[src/rtl/bitserial_acc_ctrl_pkg.sv]
// Shared types and sizing for the bit-serial shift-accumulate sequencer.
package bitserial_acc_ctrl_pkg;

  typedef enum logic [1:0] {
    IDLE = 2'd0,
    ACC  = 2'd1,
    DONE = 2'd2
  } state_e;

  localparam int DEF_PSUM_W  = 12;
  localparam int DEF_IN_BITS = 8;

  // One guard bit on top of psum width plus plane growth keeps signed*signed exact.
  function automatic int calc_acc_w(input int psum_w, input int in_bits);
    return psum_w + in_bits + 1;
  endfunction

endpackage

[src/rtl/bitserial_acc_ctrl_add.sv]
// Generic W-bit adder with carry-in; sus selects signed extension of the carry-out bit.
module add #(
  parameter int W = 8
) (
  input  logic [W-1:0] a,
  input  logic [W-1:0] b,
  input  logic         cin,
  input  logic         sus,
  output logic [W:0]   sum
);

  logic [W:0] ax, bx;

  assign ax  = {sus & a[W-1], a};
  assign bx  = {sus & b[W-1], b};
  assign sum = ax + bx + {{W{1'b0}}, cin};

endmodule

[src/rtl/bitserial_acc_ctrl.sv]
// Bit-serial MAC sequencer: shift-accumulates one partial sum per activation plane, MSB first.
module bitserial_acc_ctrl
  import bitserial_acc_ctrl_pkg::*;
#(
  parameter int PSUM_W  = DEF_PSUM_W,
  parameter int IN_BITS = DEF_IN_BITS,
  parameter int ACC_W   = calc_acc_w(PSUM_W, IN_BITS)
) (
  input  logic              clk,
  input  logic              rst,
  input  logic              start,
  input  logic              in_signed,
  input  logic              psum_signed,
  output logic              busy,
  input  logic              psum_valid,
  output logic              psum_ready,
  input  logic [PSUM_W-1:0] psum,
  output logic              out_valid,
  input  logic              out_ready,
  output logic [ACC_W-1:0]  out_data
);

  localparam int CNT_W = $clog2(IN_BITS);
  localparam logic [CNT_W-1:0] CNT_TOP = CNT_W'(IN_BITS - 1);

  state_e           state;
  logic [ACC_W-1:0] acc;
  logic [CNT_W-1:0] cnt;
  logic             in_sgn, ps_sgn;

  logic             hs, neg;
  logic [ACC_W-1:0] pe, opa, opb, acc_next;
  logic [ACC_W:0]   sum;

  assign psum_ready = (state == ACC);
  assign hs         = psum_valid & psum_ready;

  assign pe  = {{(ACC_W-PSUM_W){ps_sgn & psum[PSUM_W-1]}}, psum};
  // MSB activation plane carries negative weight in signed mode: subtract as ~pe + 1.
  assign neg = in_sgn & (cnt == CNT_TOP);
  assign opa = {acc[ACC_W-2:0], 1'b0};
  assign opb = neg ? ~pe : pe;

  add #(.W(ACC_W)) u_add (
    .a   (opa),
    .b   (opb),
    .cin (neg),
    .sus (1'b1),
    .sum (sum)
  );

  assign acc_next = sum[ACC_W-1:0];

  always_ff @(posedge clk or posedge rst) begin
    if (rst) begin
      state     <= IDLE;
      acc       <= '0;
      cnt       <= '0;
      in_sgn    <= 1'b0;
      ps_sgn    <= 1'b0;
      busy      <= 1'b0;
      out_valid <= 1'b0;
      out_data  <= '0;
    end else begin
      case (state)
        IDLE: begin
          if (start) begin
            in_sgn <= in_signed;
            ps_sgn <= psum_signed;
            cnt    <= CNT_TOP;
            acc    <= '0;
            busy   <= 1'b1;
            state  <= ACC;
          end
        end
        ACC: begin
          if (hs) begin
            acc <= acc_next;
            cnt <= cnt - 1'b1;
            if (cnt == '0) begin
              out_data  <= acc_next;
              out_valid <= 1'b1;
              state     <= DONE;
            end
          end
        end
        DONE: begin
          if (out_ready) begin
            out_valid <= 1'b0;
            busy      <= 1'b0;
            state     <= IDLE;
          end
        end
        default: begin
          state     <= IDLE;
          busy      <= 1'b0;
          out_valid <= 1'b0;
        end
      endcase
    end
  end

endmodule

[config.mk]
export PLATFORM = sky130hd
export DESIGN_NAME = bitserial_acc_ctrl
export DESIGN_NICKNAME = d
export VERILOG_FILES = /design/src/rtl/bitserial_acc_ctrl_pkg.sv /design/src/rtl/bitserial_acc_ctrl_add.sv /design/src/rtl/bitserial_acc_ctrl.sv
export SDC_FILE = /design/constraint.sdc
export NUM_CORES = 1
export LEC_CHECK = 0
export CAP_MARGIN = 15
export CORE_MARGIN = 4
export CORE_UTILIZATION = 45
export CTS_CLUSTER_SIZE = 10
export DETAILED_ROUTE_END_ITERATION = 16
export PLACE_DENSITY = 0.67
export SKIP_LAST_GASP = 1
export SYNTH_ARGS = -nofsm -noshare
export SYNTH_HDL_FRONTEND = slang
export SYNTH_SLANG_ARGS = --single-unit
[constraint.sdc]
create_clock -name clk -period 3.9 [get_ports clk]
set_input_delay 0.585 -clock clk [delete_from_list [all_inputs] [get_ports clk]]
set_output_delay 0.585 -clock clk [all_outputs]
set_load 0.005 [all_outputs]
# Word level (Yosys, flattened, before mapping)
# Cells that the tools add are included.
dict set report totals {
  in_bits 19
  ff_bits 50
  elab_cells 51
  output_inout_bits 24
}
dict set report op_classes {
  muxes 18
  eq_ne 7
  bitwise 6
  n_reduce_logical 9
  add_sub_neg 3
}
# cell n
set op_table {}
lappend op_table {{20-bit two-way mux} 2}
lappend op_table {{20-bit case mux with 2 select lines} 1}
lappend op_table {{21-bit by 1-bit adder with 21-bit output} 1}
lappend op_table {{21-bit adder} 1}
lappend op_table {{21-bit two-way mux} 1}
lappend op_table {{21-bit inverter} 1}
lappend op_table {{3-bit AND reduction} 3}
lappend op_table {{2-bit two-way mux} 4}
lappend op_table {{4-bit AND reduction} 2}
lappend op_table {{3-bit two-way mux} 2}
lappend op_table {{1-bit case mux with 3 select lines} 2}
lappend op_table {{2-bit case mux with 3 select lines} 1}
lappend op_table {{3-bit case mux with 2 select lines} 1}
lappend op_table {{1-bit two-way mux} 4}
lappend op_table {{2-bit by 1-bit inequality test with 1-bit output, second input constant} 2}
lappend op_table {{2-bit inequality test, second input constant} 2}
lappend op_table {{1-bit bitwise AND} 3}
lappend op_table {{3-bit == test, second input constant} 1}
lappend op_table {{3-bit zero test} 1}
lappend op_table {{3-bit by 1-bit subtractor with 3-bit output, second input constant} 1}
lappend op_table {{2-bit by 1-bit == test with 1-bit output, second input constant} 1}
lappend op_table {{2-bit == test, second input constant} 1}
lappend op_table {{2-bit zero test} 1}
lappend op_table {{1-bit inverter} 2}
lappend op_table {{other kinds (2)} 2}

# Logic depth before layout (Yosys ltp)
# Gate-level depths: netlist of the first run.
dict set report depth {
  ltp_word 7
  ltp_mapped 12
  depth_no_buf 12
}

# Cells and area by module
# From an unflattened synthesis of the first run, not the netlist that was laid out.
dict set report hier_totals {
  hier_cells 334
  hier_area_um2 3347.0
}
# mod cells_each area_per_inst_um2 seq_area_each_um2 n_inst
set modules_own_cells {}
lappend modules_own_cells {bitserial_acc_ctrl 170 2160.8 1251.2 1}
lappend modules_own_cells {add 164 1186.1 0.0 1}

# Least setup slack after synthesis of the first run
# OpenSTA, ideal clock, no wires.
dict set report synth_timing {
  kind {flip-flop to flip-flop}
  from {register cnt[0]}
  to {register out_data[19]}
  stages_incl_launch_ff 13
  setup_time_ns 0.125
  period_less_slack_ns 3.154
  path_slack_ns 0.746
  t_arrival_ns 3.029
  required_ns 3.775
  n_path_buf 1
  cell_sequence {dfrtp_1 -> ha_1 -> nand3_4 -> buf_1 -> xnor2_1 -> ha_1 -> a21oi_2 -> a21boi_0 -> nand3_2 -> o211ai_2 -> a41oi_1 -> xnor2_1 -> mux2_2}
}
dict set report synth_via {
  elab_chain_cells 5
  elab_cells_between_ends 7
  classes_between {2 x add/sub; 1 x eq/ne; 1 x mux; 1 x bitwise; 2 x reduce/logical}
}
# item line_no
set synth_lines {}
lappend synth_lines {{from (decl)} bitserial_acc_ctrl.sv:28} ;# logic [CNT_W-1:0] cnt;
lappend synth_lines {{from (signal assigned)} bitserial_acc_ctrl.sv:79} ;# cnt <= cnt - 1'b1;
lappend synth_lines {{3-bit == test} bitserial_acc_ctrl.sv:40} ;# assign neg = in_sgn & (cnt == CNT_TOP);
lappend synth_lines {{1-bit bitwise AND} bitserial_acc_ctrl.sv:40}
lappend synth_lines {{21-bit two-way mux} bitserial_acc_ctrl.sv:42} ;# assign opb = neg ? ~pe : pe;
lappend synth_lines {{21-bit adder} bitserial_acc_ctrl_add.sv:16} ;# assign sum = ax + bx + {{W{1'b0}}, cin};
lappend synth_lines {{21-bit by 1-bit adder with 21-bit output} bitserial_acc_ctrl_add.sv:16}
lappend synth_lines {{to (signal assigned)} bitserial_acc_ctrl.sv:81} ;# out_data <= acc_next;
lappend synth_lines {{to (decl)} bitserial_acc_ctrl.sv:20} ;# output logic [ACC_W-1:0] out_data
# Parallel ways exist; a longest one is shown, timed or not.
# A chain may end at the register's enable or synchronous reset.

# Worst setup path in the final report of the first run
dict set report layout_timing {
  from {input port psum[11]}
  to {register out_data[20]}
}
dict set report layout_via {
  elab_chain_cells 5
}
# item line_no
set layout_lines {}
lappend layout_lines {{from (decl)} bitserial_acc_ctrl.sv:17} ;# input logic [PSUM_W-1:0] psum,
lappend layout_lines {{1-bit bitwise AND} bitserial_acc_ctrl.sv:38} ;# assign pe = {{(ACC_W-PSUM_W){ps_sgn & psum[PSUM_W-1]}}, psum};
lappend layout_lines {{21-bit inverter} bitserial_acc_ctrl.sv:42}
lappend layout_lines {{21-bit two-way mux *} bitserial_acc_ctrl.sv:42}
lappend layout_lines {{21-bit adder *} bitserial_acc_ctrl_add.sv:16}
lappend layout_lines {{21-bit by 1-bit adder with 21-bit output *} bitserial_acc_ctrl_add.sv:16}
# Every way passes the cells marked *; elsewhere a longest branch is shown, timed or not.

==> flow_metrics.py, run 1 <==
metrics = {
    "run_status": {
        "status": "finished clean",
    },
    "pwr": {
        "p_per_area_nw_per_um2": 910,
        "ir_drop_uv": 324,
        "total_leakage_power_uw": 0.00174,
        "power_uw": 3410,
    },
    "layout": {
        "fin_util_pct": 55.2,
        "nNetsFinal": 413,
        "final_common_cell": "nand2_1",
        "drive_gt1_share_pct": 7.55,
        "finalNonFillerCells": 467,
        "syn_to_final_growth_pct": 19.0,
        "diodes": 0,
        "most-common-layout-cells": "nand2_1 (59), dfrtp_1 (50), clkdlybuf4s50_1 (42), ha_1 (22), xnor2_1 (21)",
    },
    "placed_design": {
        "dp_hpwl_mm": 5.09,
        "portBuffers": 42,
        "pre_cts_slack_ps": 1.12,
        "place_congestion": 0.822,
        "place_inst": 459,
    },
    "grt": {
        "grt_pass1_wl_mm": 12.1,
        "grt_max_degree": 51,
        "gr-usage-all-layers_pct": 17.6,
        "grt_pass1_vias": 2528,
        "grt-ovfl-total": 0,
        "antenna_found_initial": 0,
    },
    "detailed_routing": {
        "drt-vias-per-instance": 5.34,
        "ant_nets": 0,
        "vias": 2496,
        "wl_met1_mm": 3.38,
        "wl_met3_um": 282,
        "maxUsedRoutingLayer": "met4",
        "dr.pass1.iters": 4,
        "wl_met2_mm": 3.25,
        "drc_errors": 0,
        "wl_mm": 6.96,
        "wire_per_inst_um": 14.9,
        "drt-initial-drc-count": 131,
    },
    "sta": {
        "slew_viol_final": 0,
        "rsz0062_at_grt": "false",
        "finalHoldViolCount": 0,
        "fin_crit_ps": 3570,
        "relSlewSlack_pct": 41.5,
        "fmax_mhz": 280,
        "timing.final.crit_share_pct": 91.4,
        "fin_ws_ps": 334,
        "tightest_slew_ps": 878,
        "clock_skew_ps": 10.7,
        "final-setup-viol-count": 0,
        "finalSetupTns_ps": 0,
    },
    "clock_tree": {
        "cts_buffer_depth": 2,
        "cts.clk_slew.worst_paths_ps": 80,
        "htree_levels": 2,
        "root_buffer": "clkbuf_8",
        "cts_hold_buf": 0,
        "cts_sinks": 50,
        "insertion_delay_ps": 300,
        "ctsResizeCount": 0,
        "cts_tree": "yes",
        "post-cts-setup-buffer-count": 0,
        "cts_buffers": 5,
    },
    "floorplan": {
        "pin_count": 43,
        "die_x_um": 91.7,
        "core-area_um2": 6790,
        "die_area_um2": 8410,
        "die_h_um": 91.7,
        "start_util_pct": 46.4,
        "rows": 30,
    },
    "synth": {
        "synthFlopType": "dfrtp_1",
        "yosysSeqAreaShare_pct": 39.7,
        "async_reset_ff_share_pct": 100,
        "yosysWarnings": 0,
        "syn_inst": 331,
        "synth_area_um2": 3150,
        "synth_seq_cells": 50,
        "synth_edf_count": 0,
        "avgSynthCellArea_um2": 9.53,
        "synth_cell_types": 59,
        "syn-num-nets": 373,
    },
    "critical_path": {
        "critical_path.max_stage_delay_ps": 630,
        "required_ps": 4090,
        "crit_chain": "clkdlybuf4s50_1 -> nand2_1 -> xor2_1 -> ha_1 -> and3_4 -> nand3_1 -> o21a_1 -> o211ai_1 -> o311a_1 -> o211a_1 -> a211o_1",
        "critPathMaxFanout": 10,
        "arrival_ps": 3750,
        "worstSetupStartpointType": "input pin",
        "slowest_stage": "xor2_1",
        "path_class": "in -> reg",
        "cp-end-kind": "register",
    },
    "job": {
        "maxCapViolCount": 0,
    },
    "hold_path": {
        "timing.hold.worst.class": "reg -> reg",
    },
}
[worst max-delay path, delay by kind of cell]
kind,cells,cell delay [ps]
AOI/OAI and AO/OA,5,1150
xor gates and xnor gates,1,630
buffers and inverters,1,500
adders and majority gates,1,470
and+or+nand+nor,3,420
[report_power, final]
group / total (uW) / switching (uW) / internal [uW] / leakage, uW
registers: 926 / 159 / 768 / 0.000615
clock network: 292 / 167 / 124 / 0.0000383
logic: 2190 / 1150 / 1050 / 0.00109
total: 3410 / 1480 / 1940 / 0.00174
[sequential cells by signal (all words and copies together) (netlist names)]
signal and cells:
cnt 3, out_data 21, in_sgn 1, ps_sgn 1, acc 20, state 2
out_valid 1, busy 1
[logic make-up (layout without fill, tap and decap cells)]
| kind of cell | after synthesis | in the layout | synth area share [%] |
|---|---|---|---|
| xor gates and xnor gates | 27 | 27 | 7.50 |
| AOI/OAI and AO/OA | 89 | 89 | 20.7 |
| adders and majority gates | 23 | 23 | 9.36 |
| buffers and inverters | 21 | 61 | 2.78 |
| and+or+nand+nor | 112 | 112 | 16.9 |
| DFF | 50 | 50 | 39.7 |
| muxes | 9 | 9 | 3.13 |
[stage by stage]
stage	hold WS [ps]	instance area (um2)
CTS	488	3730
detailed placement	466	3650
finish	480	3750
global placement	460	3650
floorplan	450	3150
global route	505	3750
[synthesized netlist by cell type (2+ instances only)]
master,number,area [um2]
o31a_1,2,17.5
a211oi_1,2,15.0
mux2i_1,2,20.0
or2_2,2,12.5
nand2b_1,4,25.0
and2_1,4,25.0
nor2_1,19,71.3
a211o_1,3,26.3
nand3_1,4,20.0
dfrtp_1,50,1250
and3_1,4,25.0
nor3b_1,3,22.5
o21a_1,2,15.0
o21ai_1,3,15.0
a21o_1,10,75.1
inv_1,9,33.8
o21bai_1,2,15.0
clkbuf_1,9,33.8
mux2_2,6,67.6
nand2_1,59,221
or3_1,2,12.5
xnor2_1,21,184
a21oi_1,20,100
o21ai_0,11,55.1
a21boi_0,2,15.0
a22o_1,13,114
xor2_1,6,52.6
ha_1,22,275
nor2b_1,2,12.5
o211ai_1,4,30.0
[layer usage]
metal / track usage, % / up-vias
met5: 0 / -
met4: 4.83 / 0
met3: 3.28 / 4
met2: 28.2 / 53
met1: 24.3 / 1194
li1: - / 1245
[path summary, 6_finish.rpt]
path                                          start                  endpoint  slack [ps]  cells past startpoint
max in group asynchronous                       rst       acc[14]$_DFFE_PP0P_        2750                      3
setup reg to reg                 cnt[0]$_DFFE_PP0P_  out_data[20]$_DFFE_PP0P_         450                     11
hold reg to reg            out_data[14]$_DFFE_PP0P_  out_data[14]$_DFFE_PP0P_         480                      2
hold / removal             out_data[14]$_DFFE_PP0P_  out_data[14]$_DFFE_PP0P_         480                      2
min in group asynchronous                       rst   out_data[0]$_DFFE_PP0P_         620                      2
setup / recovery                           psum[11]  out_data[20]$_DFFE_PP0P_         330                     11
[final cells by class]
cell class / count / area (um2)
timing repair buffer: 45 / 455
fill: 635 / 3040
multi-input combinational: 260 / 1810
clock buffer: 7 / 76.3
sequential: 50 / 1250
tap: 96 / 120
inverter: 9 / 33.8
No activity file was read; power rests on OpenSTA's default activity.
==> inputs of run 2 (changes only) <==
- CORE_MARGIN: 4 -> not set
- MAX_ROUTING_LAYER: not set -> met4
==> run 2 against run 1 <==
Non-clock buffer count did not move. Routed wire length grew 0.33%. Critical path type is now reg -> reg. Die area shrank 13%. Worst hold slack better by 3.4 ps.
==> flow_metrics.py, run 2 (synthesized netlist as in run 1, its figures left out) <==
metrics = {
    "sta": {
        "timing.final.crit_share_pct": 84.0,
        "finalSetupTns_ps": 0,
        "final-setup-viol-count": 0,
        "finalHoldViolCount": 0,
        "clock_skew_ps": 17.0,
        "tightest_slew_ps": 905,
        "relSlewSlack_pct": 39.7,
        "rsz0062_at_grt": "false",
        "fmax_mhz": 305,
        "slew_viol_final": 0,
        "fin_crit_ps": 3270,
    },
    "critical_path": {
        "critPathMaxFanout": 15,
        "crit_chain": "ha_1 -> nand3_4 -> xnor2_1 -> ha_1 -> a21oi_1 -> o311ai_4 -> nand3_2 -> o211ai_2 -> a221oi_2 -> mux2i_1 -> a211o_1",
        "cpMostUsedCell": "ha_1",
        "cp-end-kind": "register",
        "path_class": "reg -> reg",
        "worstSetupStartpointType": "register",
        "arrival_ps": 3460,
        "critical_path.max_stage_delay_ps": 400,
        "slowest_stage": "a221oi_2",
        "ff2ff_setup_slack_ps": 630,
        "required_ps": 4090,
        "reg2regPathDepth": 11,
        "crit_start": "cnt[0]$_DFFE_PP0P_",
        "cp_num_buf_inv": 0,
        "r2r_start": "cnt[0]$_DFFE_PP0P_",
        "cp_top_family": "compound AO/OA/AOI/OAI gates",
        "reg2reg_to": "acc[17]$_DFFE_PP0P_",
    },
    "floorplan": {
        "start_util_pct": 46.4,
        "rows": 30,
        "die_x_um": 85.7,
        "core-area_um2": 6790,
        "pin_count": 43,
        "die_area_um2": 7350,
        "die_h_um": 85.7,
    },
    "pwr": {
        "switching_share_pct": 42.7,
        "internal-power_uw": 2010,
        "power_uw": 3510,
        "p_switching_uw": 1500,
        "combPwrFrac_pct": 63.4,
        "pwr-share-clk_pct": 10.3,
        "ir_drop_uv": 405,
        "p_per_area_nw_per_um2": 927,
        "power_frac_seq_pct": 26.4,
        "total_leakage_power_uw": 0.00176,
    },
    "layout": {
        "diodes": 0,
        "fin_util_pct": 55.7,
        "nFillCells": 611,
        "top_register": "out_data",
        "multiInputGateArea_um2": 1810,
        "largest_reg_flops": 21,
        "drive_gt1_share_pct": 7.80,
        "most-common-layout-cells": "nand2_1 (59), dfrtp_1 (50), clkdlybuf4s50_1 (42), ha_1 (22), xnor2_1 (21)",
        "regArea_um2": 1250,
        "top_regs": "out_data: 21 flops, acc: 20 flops, cnt: 3 flops",
        "final_common_cell": "nand2_1",
        "nNetsFinal": 413,
        "syn_to_final_growth_pct": 19.9,
    },
    "detailed_routing": {
        "drc_errors": 0,
        "wl_mm": 6.98,
        "drt-initial-drc-count": 130,
        "drt-vias-per-instance": 5.41,
        "ant_nets": 0,
        "vias": 2533,
        "dr.pass1.iters": 4,
        "wire_per_inst_um": 14.9,
    },
    "clock_tree": {
        "cts_buffers": 5,
        "cts_hold_buf": 0,
        "ctsResizeCount": 0,
        "cts_buffer_depth": 2,
        "insertion_delay_ps": 310,
        "cts_sinks": 50,
        "cts.clk_slew.worst_paths_ps": 90,
        "post-cts-setup-buffer-count": 0,
        "root_buffer": "clkbuf_8",
        "htree_levels": 2,
        "cts_tree": "yes",
    },
    "job": {
        "maxCapViolCount": 0,
    },
    "grt": {
        "grt_max_degree": 51,
        "grt_pass1_wl_mm": 11.9,
        "antenna_found_initial": 0,
        "grt_pass1_vias": 2515,
        "gr-usage-all-layers_pct": 21.2,
        "grt-ovfl-total": 0,
    },
    "hold_path": {
        "holdPathStages": 2,
        "holdPathEnd": "out_data[3]$_DFFE_PP0P_",
        "hold_start": "out_data[3]$_DFFE_PP0P_",
        "timing.hold.worst.class": "reg -> reg",
    },
    "placed_design": {
        "dp_hpwl_mm": 4.90,
        "place_congestion": 0.919,
        "portBuffers": 42,
    },
    "run_status": {
        "status": "finished clean",
    },
}
## run 2: changes by cell type in the layout (fill, tap and decap cells not counted), sizes merged
| cell | change |
|---|---|
| bufinv | +1 |
## run 2: power by group through the flow
stage	Sequential (uW)	Clock (uW)	Combinational (uW)
final	925	359	2220
after global routing	950	387	2480
after CTS	927	368	2220
after detailed placement	931	0	2200
after global placement	928	0	2150
after floorplan	907	0	1620
## run 2: final cells by class
| cell class | count | area share, % |
|---|---|---|
| multi-input combinational | 260 | 48.0 |
| sequential | 50 | 33.1 |
| timing repair buffer | 45 | 12.0 |
| tap | 96 | 3.18 |
| clock buffer | 7 | 2.02 |
| inverter | 9 | 0.893 |
| clock inverter | 1 | 0.794 |
## run 2: worst register-to-register path: cells and delay by family (launching register included)
kind | cells | cell delay (ps)
compound gates | 5 | 1350
fa+ha+maj | 2 | 550
flops | 1 | 390
simple gates | 2 | 380
xor+xnor | 1 | 360
mux | 1 | 140
## run 2: worst max path at each step
stage / end / slack (ps) / cells past startpoint
2_1_floorplan: out_data[19]$_DFFE_PP0P_ / 750 / 12
3_3_place_gp: out_data[18]$_DFFE_PP0P_ / 500 / 10
3_5_place_dp: out_data[18]$_DFFE_PP0P_ / 440 / 10
4_1_cts: out_data[18]$_DFFE_PP0P_ / 610 / 12
5_1_grt: out_data[18]$_DFFE_PP0P_ / 390 / 12
6_report: acc[17]$_DFFE_PP0P_ / 630 / 11
## run 2: through the flow
step	instance area, um2	hold slack (ps)	setup slack [ps]	instances
final	3780	484	626	468
after global routing	3780	505	385	468
after detailed placement	3650	465	436	459
after floorplan	3150	450	746	331
after CTS	3760	487	607	467
after global placement	3650	458	500	459
## run 2: routing by layer
metal	wire length (um)	track usage [%]
met2	3160	33.3
met3	271	3.46
met5	0	-
met1	3360	27.7
met4	189	8.18
==> inputs of run 3 (changes only) <==
- clock period: 3.9 -> 3.3 ns (I/O delays scaled with it)
==> run 3 against run 2 <==
Maximum frequency grew 5.1%. Count of clock-buffer cells in the layout stayed put. Clock skew shrank 9.6 ps. Clock power down 5%. Final cell count rose by 1.3%. Routed wire length shrank 0.34%. Via count increased by 0.39%. Total power rose by 17%. Critical path depth grew 1. Final area increased by 0.79%. Flip-flop and latch count is the same. Worst hold slack got worse by 8.9 ps. Critical endpoint is now out_data[20]$_DFFE_PP0P_. Largest power group unchanged. Highest routed layer unchanged.
==> flow_metrics.py, run 3 (synthesized netlist as in run 1, its figures left out) <==
metrics = {
    "run_status": {
        "status": "finished clean",
    },
    "floorplan": {
        "core-area_um2": 6790,
        "die_h_um": 85.7,
        "die_x_um": 85.7,
        "rows": 30,
        "die_area_um2": 7350,
        "start_util_pct": 46.4,
        "pin_count": 43,
    },
    "critical_path": {
        "path_class": "reg -> reg",
        "cpMostUsedCell": "ha_1",
        "crit_chain": "ha_1 -> nand3_4 -> buf_12 -> xnor2_1 -> ha_1 -> a21oi_1 -> and2_1 -> o21a_1 -> o211ai_1 -> o311a_1 -> o211a_1 -> a211o_1",
        "critical_path.max_stage_delay_ps": 400,
        "cp_num_buf_inv": 1,
        "worstSetupStartpointType": "register",
        "arrival_ps": 3300,
        "slowest_stage": "dfrtp_1",
        "required_ps": 3490,
        "critPathMaxFanout": 9,
        "cp-end-kind": "register",
        "cp_top_family": "compound AO/OA/AOI/OAI gates",
    },
    "layout": {
        "top_regs": "out_data: 21 flops, acc: 20 flops, cnt: 3 flops",
        "final_area_um2": 3810,
        "largest_reg_flops": 21,
        "final_common_cell": "nand2_1",
        "most-common-layout-cells": "nand2_1 (59), dfrtp_1 (50), clkdlybuf4s50_1 (42), ha_1 (22)",
        "diodes": 0,
        "drive_gt1_share_pct": 9.52,
        "nNetsFinal": 420,
        "top_register": "out_data",
        "syn_to_final_growth_pct": 20.9,
        "nFillCells": 625,
    },
    "grt": {
        "grt_pass1_wl_mm": 12.1,
        "antenna_found_initial": 0,
        "grt-ovfl-total": 0,
        "grt_max_degree": 29,
        "grt_pass1_vias": 2580,
        "gr-usage-all-layers_pct": 21.4,
    },
    "detailed_routing": {
        "drt-vias-per-instance": 5.36,
        "wl_mm": 6.96,
        "ant_nets": 0,
        "vias": 2543,
        "dr.pass1.iters": 4,
        "drt-initial-drc-count": 132,
        "drc_errors": 0,
        "wire_per_inst_um": 14.7,
    },
    "placed_design": {
        "portBuffers": 42,
        "post_dp_cell_area_um2": 3700,
        "place_congestion": 0.928,
        "dp_hpwl_mm": 5.16,
        "pre_cts_slack_ps": 31.5,
    },
    "hold_path": {
        "timing.hold.worst.class": "reg -> reg",
    },
    "sta": {
        "fmax_mhz": 321,
        "fin_ws_ps": 185,
        "clock_skew_ps": 7.42,
        "timing.final.crit_share_pct": 94.4,
        "final-setup-viol-count": 0,
        "relSlewSlack_pct": 39.2,
        "finalHoldViolCount": 0,
        "slew_viol_final": 0,
        "finalSetupTns_ps": 0,
        "tightest_slew_ps": 912,
        "fin_crit_ps": 3110,
        "rsz0062_at_grt": "false",
    },
    "pwr": {
        "combPwrFrac_pct": 65.0,
        "p_per_area_nw_per_um2": 1080,
        "power_frac_seq_pct": 26.7,
        "total_leakage_power_uw": 0.00178,
        "ir_drop_uv": 447,
        "internal-power_uw": 2340,
        "p_switching_uw": 1760,
        "pwr-share-clk_pct": 8.3,
        "switching_share_pct": 42.9,
    },
    "clock_tree": {
        "insertion_delay_ps": 300,
        "cts_buffers": 5,
        "cts.clk_slew.worst_paths_ps": 90,
        "root_buffer": "clkbuf_8",
        "htree_levels": 2,
        "cts_tree": "yes",
        "cts_sinks": 50,
        "cts_buffer_depth": 2,
    },
    "job": {
        "maxCapViolCount": 0,
    },
}
-- run 3: what timing repair did --
item                                    CTS  global route
hold buffers                              0             0
gates resized for setup                   0             1
endpoints found under the setup margin    0             4
buffers inserted                          0             3
-- run 3: power groups by stage --
stage | Combinational (uW) | Clock (uW) | Sequential, uW
CTS | 2630 | 358 | 1100
detailed placement | 2620 | 0 | 1100
global placement | 2570 | 0 | 1100
floorplan | 1920 | 0 | 1070
global route | 2970 | 378 | 1130
finish | 2670 | 340 | 1100
-- run 3: final timing paths --
check / startpoint / to / slack (ps) / cells after the start
setup / recovery: cnt[0]$_DFFE_PP0P_ / out_data[20]$_DFFE_PP0P_ / 190 / 12
hold / removal: out_data[14]$_DFFE_PP0P_ / out_data[14]$_DFFE_PP0P_ / 470 / 2
setup reg to reg: cnt[0]$_DFFE_PP0P_ / out_data[20]$_DFFE_PP0P_ / 190 / 12
hold reg to reg: out_data[14]$_DFFE_PP0P_ / out_data[14]$_DFFE_PP0P_ / 470 / 2
max in group asynchronous: rst / acc[10]$_DFFE_PP0P_ / 2000 / 3
min in group asynchronous: rst / out_data[1]$_DFFE_PP0P_ / 540 / 2
-- run 3: worst reg2reg max path: stages (launching register included) --
cell      delay (ps)
dfrtp_1          400
ha_1             220
nand3_4          190
buf_12           210
xnor2_1          120
ha_1             340
a21oi_1          200
and2_1           180
o21a_1           130
o211ai_1         170
o311a_1          390
o211a_1          210
a211o_1          260
-- run 3: per-layer routing --
layer	wire length, um	up-vias	part of all wire (%)	GRT usage (%)
met2	3160	51	45	34.0
met3	197	14	2.8	3.18
met1	3480	1210	50	28.3
met4	119	0	1.7	6.52
met5	0	-	0	-
li1	-	1268	-	-
-- run 3: area by class of cell --
type,instances,area [um2],area share [%]
multi-input combinational,260,1820,47.8
sequential,50,1250,32.8
tap,96,120,3.15
timing repair buffer,52,508,13.3
inverter,9,33.8,0.886
clock buffer,7,76.3,2.00
-- run 3: stage by stage --
stage,instances,utilization (%),total power [uW],hold slack [ps]
6_report,474,56.1,4100,475
5_1_grt,474,56.1,4480,511
4_1_cts,471,55.7,4090,484
3_5_place_dp,464,54.5,3720,463
3_3_place_gp,464,54.5,3670,458
2_1_floorplan,331,-,2990,450
